### src/rtl/scaler_dsp_pkg.sv
// Shared width arithmetic and the fixed-point round/saturate helper for the
// scaler DSP path.
package scaler_dsp_pkg;

   // Ceiling log2; clog2(1) = 0 so a single-tap kernel needs no adder levels.
   function automatic int clog2(input int n);
      int r;
      r = 0;
      while ((1 << r) < n) r++;
      return r;
   endfunction

   // Product width: zero-extended pixel times signed coefficient always fits.
   function automatic int mult_w(input int pb, input int kcb);
      return pb + kcb;
   endfunction

   // Tree sum width: one growth bit per pairwise adder level.
   function automatic int sum_w(input int pb, input int kcb, input int k);
      return mult_w(pb, kcb) + clog2(k);
   endfunction

   // Cycles from an accepted beat to its result: input, product, tree, output.
   function automatic int latency(input int k);
      return 3 + clog2(k);
   endfunction

   // Number of operands left at a given adder-tree level (odd ones pass up).
   function automatic int tree_count(input int n, input int lvl);
      int c;
      c = n;
      for (int i = 0; i < lvl; i++) c = (c + 1) / 2;
      return c;
   endfunction

   // Round half up, drop the coefficient fraction, clamp to [0, 2^pb-1].
   function automatic logic [31:0] round_sat(input logic signed [63:0] sum,
                                             input int frac, input int pb);
      logic signed [63:0] r;
      logic signed [63:0] max_v;
      max_v = (64'sd1 <<< pb) - 64'sd1;
      r     = (sum + (64'sd1 <<< (frac - 1))) >>> frac;
      if (r < 0)          return '0;
      else if (r > max_v) return max_v[31:0];
      else                return r[31:0];
   endfunction

endpackage

### src/rtl/scaler_mac_tree_add_tree.sv
// Pipelined pairwise adder tree: N_IN signed operands reduced over
// clog2(N_IN) registered levels. An odd leftover operand is carried up a
// level unchanged. With N_IN = 1 the tree is a plain sign extension.
module scaler_add_tree
   import scaler_dsp_pkg::*;
#(
   parameter int N_IN  = 4,
   parameter int IN_W  = 16,
   parameter int OUT_W = 18
) (
   input  logic                   clk,
   input  logic                   en,
   input  logic [N_IN*IN_W-1:0]   din,
   output logic [OUT_W-1:0]       dout
);

   localparam int T = clog2(N_IN);

   for (genvar l = 0; l <= T; l++) begin : g_lvl
      localparam int CNT = tree_count(N_IN, l);
      logic signed [OUT_W-1:0] node [CNT];

      if (l == 0) begin : g_leaf
         for (genvar i = 0; i < CNT; i++) begin : g_in
            // Leaves: sign-extend each product to the full sum width.
            assign node[i] = OUT_W'(signed'(din[i*IN_W +: IN_W]));
         end
      end else begin : g_add
         for (genvar i = 0; i < CNT; i++) begin : g_node
            if (2 * i + 1 < tree_count(N_IN, l - 1)) begin : g_pair
               // Pairwise add of two operands from the level below.
               always_ff @(posedge clk) begin
                  if (en) node[i] <= g_lvl[l-1].node[2*i] + g_lvl[l-1].node[2*i+1];
               end
            end else begin : g_pass
               // Odd operand: carried up one level so all paths stay aligned.
               always_ff @(posedge clk) begin
                  if (en) node[i] <= g_lvl[l-1].node[2*i];
               end
            end
         end
      end
   end

   assign dout = g_lvl[T].node[0];

endmodule

### src/rtl/scaler_mac_tree.sv
// Multi-channel MAC filter: per-channel dot product of KERNEL_MAX pixels with
// a shared signed coefficient set, pipelined adder tree, round/saturate.
// Optional build macro SCALER_MAC_SELFCHECK_EN adds a simulation-only
// behavioural checker (err_flag); ports are identical either way.
module scaler_mac_tree
   import scaler_dsp_pkg::*;
#(
   parameter  int PIXEL_BITWIDTH       = 8,
   parameter  int KERNEL_MAX           = 4,
   parameter  int KERNEL_COEF_BITWIDTH = 8,
   parameter  int COEF_FRAC            = 6,
   parameter  int CHANNEL_NUM          = 2,
   localparam int SUM_W = sum_w(PIXEL_BITWIDTH, KERNEL_COEF_BITWIDTH, KERNEL_MAX)
) (
   input  logic                                              clk,
   input  logic                                              rst,
   input  logic                                              din_valid,
   output logic                                              din_ready,
   input  logic [KERNEL_MAX*KERNEL_COEF_BITWIDTH-1:0]        din_coef,
   input  logic [CHANNEL_NUM*KERNEL_MAX*PIXEL_BITWIDTH-1:0]  din_pixel,
   output logic                                              dout_valid,
   input  logic                                              dout_ready,
   output logic [CHANNEL_NUM*PIXEL_BITWIDTH-1:0]             dout_pixel,
   output logic [CHANNEL_NUM*SUM_W-1:0]                      dout_sum
);

   localparam int PB  = PIXEL_BITWIDTH;
   localparam int KCB = KERNEL_COEF_BITWIDTH;
   localparam int K   = KERNEL_MAX;
   localparam int C   = CHANNEL_NUM;
   localparam int MW  = mult_w(PB, KCB);
   localparam int T   = clog2(K);

   // One global enable: a stalled output freezes every stage, bubbles included.
   logic stall;
   logic en;
   assign stall     = dout_valid & ~dout_ready;
   assign en        = ~stall;
   assign din_ready = en;

   logic                 s0_valid;
   logic [K*KCB-1:0]     s0_coef;
   logic [C*K*PB-1:0]    s0_pixel;
   logic                 s1_valid;
   logic [C*K*MW-1:0]    s1_prod;
   logic [T:0]           tree_valid;
   logic [C*SUM_W-1:0]   tree_sum;

   // Stage valid chain for input and product registers.
   always_ff @(posedge clk or posedge rst) begin
      if (rst) begin
         s0_valid <= 1'b0;
         s1_valid <= 1'b0;
      end else if (en) begin
         s0_valid <= din_valid;
         s1_valid <= s0_valid;
      end
   end

   // S0: capture the accepted beat.
   // NOTE: datapath registers have no reset; the valid bit that travels with
   // them is the only thing that gives their contents meaning.
   always_ff @(posedge clk) begin
      if (en && din_valid) begin
         s0_coef  <= din_coef;
         s0_pixel <= din_pixel;
      end
   end

   // S1: signed products, pixel zero-extended, both operands widened first.
   always_ff @(posedge clk) begin
      if (en && s0_valid) begin
         for (int c = 0; c < C; c++) begin
            for (int k = 0; k < K; k++) begin
               s1_prod[(c*K+k)*MW +: MW] <=
                  MW'(signed'({1'b0, s0_pixel[(c*K+k)*PB +: PB]})) *
                  MW'(signed'(s0_coef[k*KCB +: KCB]));
            end
         end
      end
   end

   for (genvar c = 0; c < C; c++) begin : g_ch
      scaler_add_tree #(
         .N_IN  (K),
         .IN_W  (MW),
         .OUT_W (SUM_W)
      ) u_tree (
         .clk  (clk),
         .en   (en),
         .din  (s1_prod[c*K*MW +: K*MW]),
         .dout (tree_sum[c*SUM_W +: SUM_W])
      );
   end

   assign tree_valid[0] = s1_valid;
   for (genvar l = 1; l <= T; l++) begin : g_tv
      // Valid bit shadowing each adder-tree level.
      always_ff @(posedge clk or posedge rst) begin
         if (rst)     tree_valid[l] <= 1'b0;
         else if (en) tree_valid[l] <= tree_valid[l-1];
      end
   end

   // Final stage: register raw sum and rounded/saturated pixel per channel.
   always_ff @(posedge clk or posedge rst) begin
      if (rst) begin
         dout_valid <= 1'b0;
         dout_pixel <= '0;
         dout_sum   <= '0;
      end else if (en) begin
         dout_valid <= tree_valid[T];
         if (tree_valid[T]) begin
            for (int c = 0; c < C; c++) begin
               dout_sum[c*SUM_W +: SUM_W] <= tree_sum[c*SUM_W +: SUM_W];
               dout_pixel[c*PB +: PB] <= PB'(round_sat(
                  64'(signed'(tree_sum[c*SUM_W +: SUM_W])), COEF_FRAC, PB));
            end
         end
      end
   end

`ifdef SCALER_MAC_SELFCHECK_EN
   logic   err_flag;
   longint model_q[$];
   longint acc;
   longint exp_sum;
   logic [PB-1:0] exp_pix;

   // Behavioural reference: score each accepted beat, compare each delivered one.
   always @(posedge clk or posedge rst) begin
      if (rst) begin
         model_q.delete();
         err_flag <= 1'b0;
      end else begin
         if (dout_valid && dout_ready) begin
            for (int c = 0; c < C; c++) begin
               if (model_q.size() == 0) begin
                  err_flag <= 1'b1;
                  $error("scaler_mac_tree: output beat with no accepted input");
               end else begin
                  exp_sum = model_q.pop_front();
                  exp_pix = PB'(round_sat(64'(exp_sum), COEF_FRAC, PB));
                  if (exp_sum != longint'(signed'(dout_sum[c*SUM_W +: SUM_W])) ||
                      exp_pix != dout_pixel[c*PB +: PB]) begin
                     err_flag <= 1'b1;
                     $error("scaler_mac_tree: channel %0d sum %0d pixel %0d, model %0d %0d",
                            c, signed'(dout_sum[c*SUM_W +: SUM_W]),
                            dout_pixel[c*PB +: PB], exp_sum, exp_pix);
                  end
               end
            end
         end
         if (din_valid && din_ready) begin
            for (int c = 0; c < C; c++) begin
               acc = 0;
               for (int k = 0; k < K; k++) begin
                  acc = acc + longint'(din_pixel[(c*K+k)*PB +: PB]) *
                              longint'(signed'(din_coef[k*KCB +: KCB]));
               end
               model_q.push_back(acc);
            end
         end
      end
   end
`endif

endmodule

### config.mk
export PLATFORM = sky130hd
export DESIGN_NAME = scaler_mac_tree
export DESIGN_NICKNAME = d
export VERILOG_FILES = /design/src/rtl/scaler_dsp_pkg.sv /design/src/rtl/scaler_mac_tree_add_tree.sv /design/src/rtl/scaler_mac_tree.sv
export SDC_FILE = /design/constraint.sdc
export NUM_CORES = 2
export LEC_CHECK = 0
export CAP_MARGIN = 25
export CORE_ASPECT_RATIO = 0.6
export CORE_MARGIN = 3
export CORE_UTILIZATION = 37
export CTS_CLUSTER_DIAMETER = 150
export DETAILED_ROUTE_END_ITERATION = 7
export HOLD_SLACK_MARGIN = 0.06
export PLACE_DENSITY_LB_ADDON = 0.1
export SLEW_MARGIN = 30
export SYNTH_ARGS = -nofsm -noshare
export SYNTH_HDL_FRONTEND = slang
export SYNTH_HIERARCHICAL = 1
export SYNTH_SLANG_ARGS = --single-unit
### constraint.sdc
create_clock -name clk -period 5.8 [get_ports clk]
set_input_delay 1.16 -clock clk [delete_from_list [all_inputs] [get_ports clk]]
set_output_delay 1.16 -clock clk [all_outputs]
set_load 0.02 [all_outputs]
# Word level (Yosys, flattened, before mapping)
# Memories as Yosys holds them, arrays and structs flattened.
# Index checks and enable logic that the tools add are counted.
[word_totals]
regBits = 281
ram_bits = 108
inputBits = 100
output_inout_bits = 54
elab_cells = 45
n_memories = 4
[classes]
add_sub_neg = 8
n_mul = 8
n_lt_le_gt_ge = 4
n_mux = 5
bitwise_logic = 3
reduce_logical = 3
[memory_table]
columns = ["memory", "depth", "width", "rd", "rd_clocked_by_memory_dff", "write_ports", "line", "text"]
rows = [
  ["g_ch[0].u_tree.g_lvl[1].node", 2, 18, 2, 0, 2, "scaler_mac_tree_add_tree.sv:21", "logic signed [OUT_W-1:0] node [CNT];"],
  ["g_ch[1].u_tree.g_lvl[1].node", 2, 18, 2, 0, 2, "scaler_mac_tree_add_tree.sv:21", ""],
  ["g_ch[0].u_tree.g_lvl[2].node", 1, 18, 1, 0, 1, "scaler_mac_tree_add_tree.sv:21", ""],
  ["g_ch[1].u_tree.g_lvl[2].node", 1, 18, 1, 0, 1, "scaler_mac_tree_add_tree.sv:21", ""],
]
[ops]
columns = ["op", "n"]
rows = [
  ["$mul 9x8->16", 8],
  ["$add 16x16->17", 4],
  ["$add 18x7->19 const B", 2],
  ["$add 18x18->18", 2],
  ["$mux 8", 4],
  ["$gt 13x9->1 const B", 2],
  ["$lt 13x1->1 const B", 2],
  ["$logic_and 1x1->1", 2],
  ["$not 1->1", 2],
  ["$reduce_and 2->1", 1],
  ["$and 1x1->1", 1],
  ["$mux 1", 1],
]

# Longest topological paths before layout
[depth]
word_depth = 4
depth_mapped = 19
depth_no_buf = 18

# By module
# Netlist, hierarchy kept.
[modules_own_cells]
columns = ["mod", "n_inst", "cells_per_inst", "area_per_inst_um2", "seq_area_each_um2"]
rows = [
  ["scaler_mac_tree", 1, 2504, 26386.6, 8152.8],
  ["scaler_add_tree at g_ch[1].u_tree", 1, 356, 3828.7, 1561.5],
  ["scaler_add_tree at g_ch[0].u_tree", 1, 349, 3736.1, 1561.5],
]

# Worst setup path before layout
# Ideal clock, no wire load.
[synth_timing]
kind = "input to register"
from = "input port dout_ready"
to = "register s1_prod[0], enable pin"
setup_ns = 0.502
arrival_ns = 5.743
required_ns = 5.298
slack_ns = -0.445
path_stages = 3
path_buffers = 1
cell_sequence = "nand2b_1 buf_2 and2_1"
[synth_between]
elab_chain_len = 4
[synth_lines]
columns = ["element", "line", "text"]
rows = [
  ["start, declared", "scaler_mac_tree.sv:22", "input logic dout_ready,"],
  ["$not 1->1", "scaler_mac_tree.sv:37", "assign stall = dout_valid & ~dout_ready;"],
  ["$and 1x1->1", "scaler_mac_tree.sv:37", ""],
  ["$not 1->1 (no line)", "--", ""],
  ["via din_ready", "scaler_mac_tree.sv:18", "output logic din_ready,"],
  ["$logic_and 1x1->1", "scaler_mac_tree.sv:72", "if (en && s0_valid) begin"],
  ["end signal, assigned by index", "scaler_mac_tree.sv:75", "s1_prod[(c*K+k)*MW +: MW] <="],
  ["end, declared", "scaler_mac_tree.sv:45", "logic [C*K*MW-1:0] s1_prod;"],
]
# The timed path passes the listed nets, and every way through them passes these cells.
# A chain may end at the register's enable or synchronous reset.

# Worst setup path after layout
[layout_timing]
from = "register s0_coef[23]"
to = "register s1_prod[47] (data pin)"
[layout_between]
elab_chain_len = 1
[layout_lines]
columns = ["element", "line", "text"]
rows = [
  ["start, declared", "scaler_mac_tree.sv:42", "logic [K*KCB-1:0] s0_coef;"],
  ["start signal, assigned", "scaler_mac_tree.sv:65", "s0_coef <= din_coef;"],
  ["$mul 9x8->16", "scaler_mac_tree.sv:76", "MW'(signed'({1'b0, s0_pixel[(c*K+k)*PB +: PB]})) *"],
]
# No other way between the ends.

==> flow_metrics.tcl <==
set metrics [dict create \
    status "finished clean" \
    setup_viol 0 \
    critPathArrivalTime_ns 5.35 \
    n_antenna_cell 0 \
    synth_top_family_by_area "adder cells" \
    final_cells 4618 \
    synthTopCellsByArea "edfxtp_1 29%, fa_1 18%, ha_1 15%" \
    drv_cap 0 \
    syn_nets 4031 \
    m1WireLength_um 45280 \
    holdWs_ns 0.4458 \
    portBuffers 153 \
    min_path_type "flip-flop to flip-flop" \
    rr_worst_depth 15 \
    synthXorXnorAreaFrac 0.04747 \
    worstReg2RegEnd "s1_prod[47]$_DFFE_PP_" \
    ys_types 78 \
    ys_ff_latch 385 \
    ios 154 \
    final_common_cell "inv_1" \
    crit_family "adder cells" \
    worstHoldPathCells 2 \
    die_area_um2 95550 \
    final_antenna_net_count 0 \
    tritoncts "done" \
    max_freq_mhz 199.2 \
    cpMostUsedCell "fa_1" \
    crit_path_top_delay_cell "edfxtp_1" \
    drc_errors 0 \
    post-cts-setup-buffers 0 \
    placed_cells 4535 \
    period_minus_slack_ns 5.021 \
    syn_inst 3209 \
    synth_edf_count 328 \
    wl_per_cell_um 18.00 \
    crit_path_max_fanout 12 \
    slew_headroom 0.4490 \
    crit_path_start_kind "flip-flop" \
    drtIter0Drc 1443 \
    cts_max_path_buffers 3 \
    yosys_warnings 6 \
    crit_required_ns 6.13 \
    hpwl_um 66140 \
    path_buf_inv 3 \
    antenna_found_initial 4 \
    place_congestion 0.8733 \
    cts_made_buffers 45 \
    r2r-start "s0_coef[23]$_DFFE_PP_" \
    rows 85 \
    floorplan.initialDensity 0.3760 \
    drive_above_1_share 0.03206 \
    most-common-layout-cells "470 x inv_1, 420 x ha_1, 329 x and2_1, 328 x edfxtp_1, 322 x nand2_1" \
    grt_max_degree 66 \
    cts.sinks 385 \
    ctsHoldBuffers 0 \
    worst_slew_pin_slew_ns 0.8265 \
    drv_slew 0 \
    clk_pin_slew_worst_paths_ns 0.06 \
    dr.pass1.iters 5 \
    grt_pass1_wl_um 134200 \
    fin_skew_ns 0.02458 \
    die_h_um 240.6 \
    nNetsFinal 4186 \
    synthFlopType "edfxtp_1" \
    cp_cell_sequence "inv_1 > nor2_1 > fa_1 > fa_1 > fa_1 > inv_1 > fa_1 > inv_1 > ha_1 > a211oi_1 > o211ai_1 > a41oi_1 > o21bai_1 > a21oi_1 > xnor2_1" \
    synth_compound_area_frac 0.08277 \
    rsz0062_at_grt "false" \
    endpoint_kind "flip-flop" \
    crit_cells 15 \
    hp-start "g_ch[1].u_tree/g_lvl[2].node[0][1]$_DFFE_PP_" \
    grt_pass1_vias 23466 \
    synth.area.mux_share 0.003980 \
    holdPathEnd "dout_sum[19]$_DFFE_PP0P_" \
    synth_top_area_frac 0.2901 \
    clk_latency_ns 0.62 \
    fillers 8585 \
    critPathMaxStageDelay_ns 0.54 \
    seq_area_frac_synth 0.3321 \
    dr_wl_met2_um 31710 \
    cts_max_level 2 \
    num_vias 22788 \
    cts_resized 0 \
    track_usage 0.1784 \
    coreArea_um2 90290 \
    finalCritPeriodShare 0.8656 \
    synth_fa_ha_area_frac 0.3329 \
    grt-ovfl-total 0 \
    met3_length_um 5007 \
    synth-simple-area-share 0.1425 \
    hold_violations 0 \
    synth.avg_cell_area_um2 10.58 \
    synth_top_area_cell "edfxtp_1" \
    syn-cell-area_um2 33950 \
    die_x_um 397.1 \
    final.setup.tns_ns 0 \
    wirelength_um 83130 \
    rrSetupSlack_ns 0.78 \
    top_layer "met5" \
    syn_to_final_growth_pct 13.06 \
    path_class "flip-flop to flip-flop" \
    synth-async-reset-ratio 0.1481 \
    routed_via_density 4.935 \
    clock-root-buffer "clkbuf_16" \
]
[sequential cells by signal, summed over array words and instances, names as in the netlist]
signal and cells:
dout_pixel 16, dout_sum 36, dout_valid 1, g_ch.u_tree/g_lvl.node 104
s0_coef 32, s0_pixel 64, s0_valid 1, s1_prod 128
s1_valid 1, tree_valid 2
[Yosys cell counts, drive strengths merged, types with 4 or more instances]
library cell / n
a2111oi: 5
a211o: 10
a211oi: 29
a21boi: 10
a21o: 50
a21oi: 114
a311oi: 7
a31oi: 11
a41oi: 9
and2: 333
and3: 10
buf: 4
clkbuf: 48
dfrtp: 57
edfxtp: 328
fa: 302
ha: 420
inv: 473
mux2: 4
mux2i: 9
nand2: 324
nand2b: 40
nand3: 18
nand3b: 6
nand4: 13
nor2: 128
nor2b: 23
nor3: 33
nor3b: 6
nor4: 7
o211ai: 16
o21a: 21
o21ai: 90
o21bai: 12
o31a: 4
o31ai: 9
or3: 4
xnor2: 124
xor2: 60
[cell type report]
class	instances	area, um2	share of cell area
Multi-Input combinational cell	2299	20720	0.5397
Timing Repair Buffer	160	1609	0.04192
Sequential cell	385	11280	0.2937
Inverter	473	1775	0.04625
Tap cell	1218	1524	0.03970
Clock inverter	28	289.0	0.007529
Clock buffer	55	1195	0.03113
[stage by stage]
stage	cell area (um2)	utilization	setup slack, ns
4_1_cts	38380	0.4251	0.7145
3_5_place_dp	36900	0.4086	0.7463
6_report	38390	0.4251	0.7795
5_1_grt	38390	0.4251	0.4193
3_3_place_gp	36900	0.4086	0.8166
2_1_floorplan	33950	-	0.3062
[worst register-to-register path: stages (launching register included)]
cell	delay, ns
edfxtp_1	0.54
inv_1	0.45
nor2_1	0.12
fa_1	0.52
fa_1	0.43
fa_1	0.49
inv_1	0.05
fa_1	0.47
inv_1	0.05
ha_1	0.35
a211oi_1	0.32
o211ai_1	0.20
a41oi_1	0.35
o21bai_1	0.10
a21oi_1	0.17
xnor2_1	0.14
[worst max path at each step]
| stage | start | end | slack (ns) |
|---|---|---|---|
| 6_report | s0_coef[23]$_DFFE_PP_ | s1_prod[47]$_DFFE_PP_ | 0.78 |
| 5_1_grt | s0_coef[23]$_DFFE_PP_ | s1_prod[47]$_DFFE_PP_ | 0.42 |
| 4_1_cts | s0_coef[23]$_DFFE_PP_ | s1_prod[47]$_DFFE_PP_ | 0.71 |
| 3_5_place_dp | s0_coef[23]$_DFFE_PP_ | s1_prod[47]$_DFFE_PP_ | 0.75 |
| 3_3_place_gp | s0_coef[23]$_DFFE_PP_ | s1_prod[47]$_DFFE_PP_ | 0.82 |
| 2_1_floorplan | dout_ready | s0_coef[0]$_DFFE_PP_ | 0.31 |
[kinds of logic (layout without fill, tap and decap cells)]
family | after synthesis | in the layout
simple gates | 957 | 957
fa+ha+maj | 722 | 722
buf+inv | 525 | 716
compound gates | 423 | 423
flops | 385 | 385
xor+xnor | 184 | 184
mux | 13 | 13
[per-layer routing]
metal,GRT usage,up-vias
met2,0.2411,519
met4,0.03045,2
met1,0.2932,11176
li1,-,11016
met3,0.03184,75
met5,0,-
Power is not shown: default switching activity piles up to over one toggle a cycle in this logic, so the estimate is an artifact.
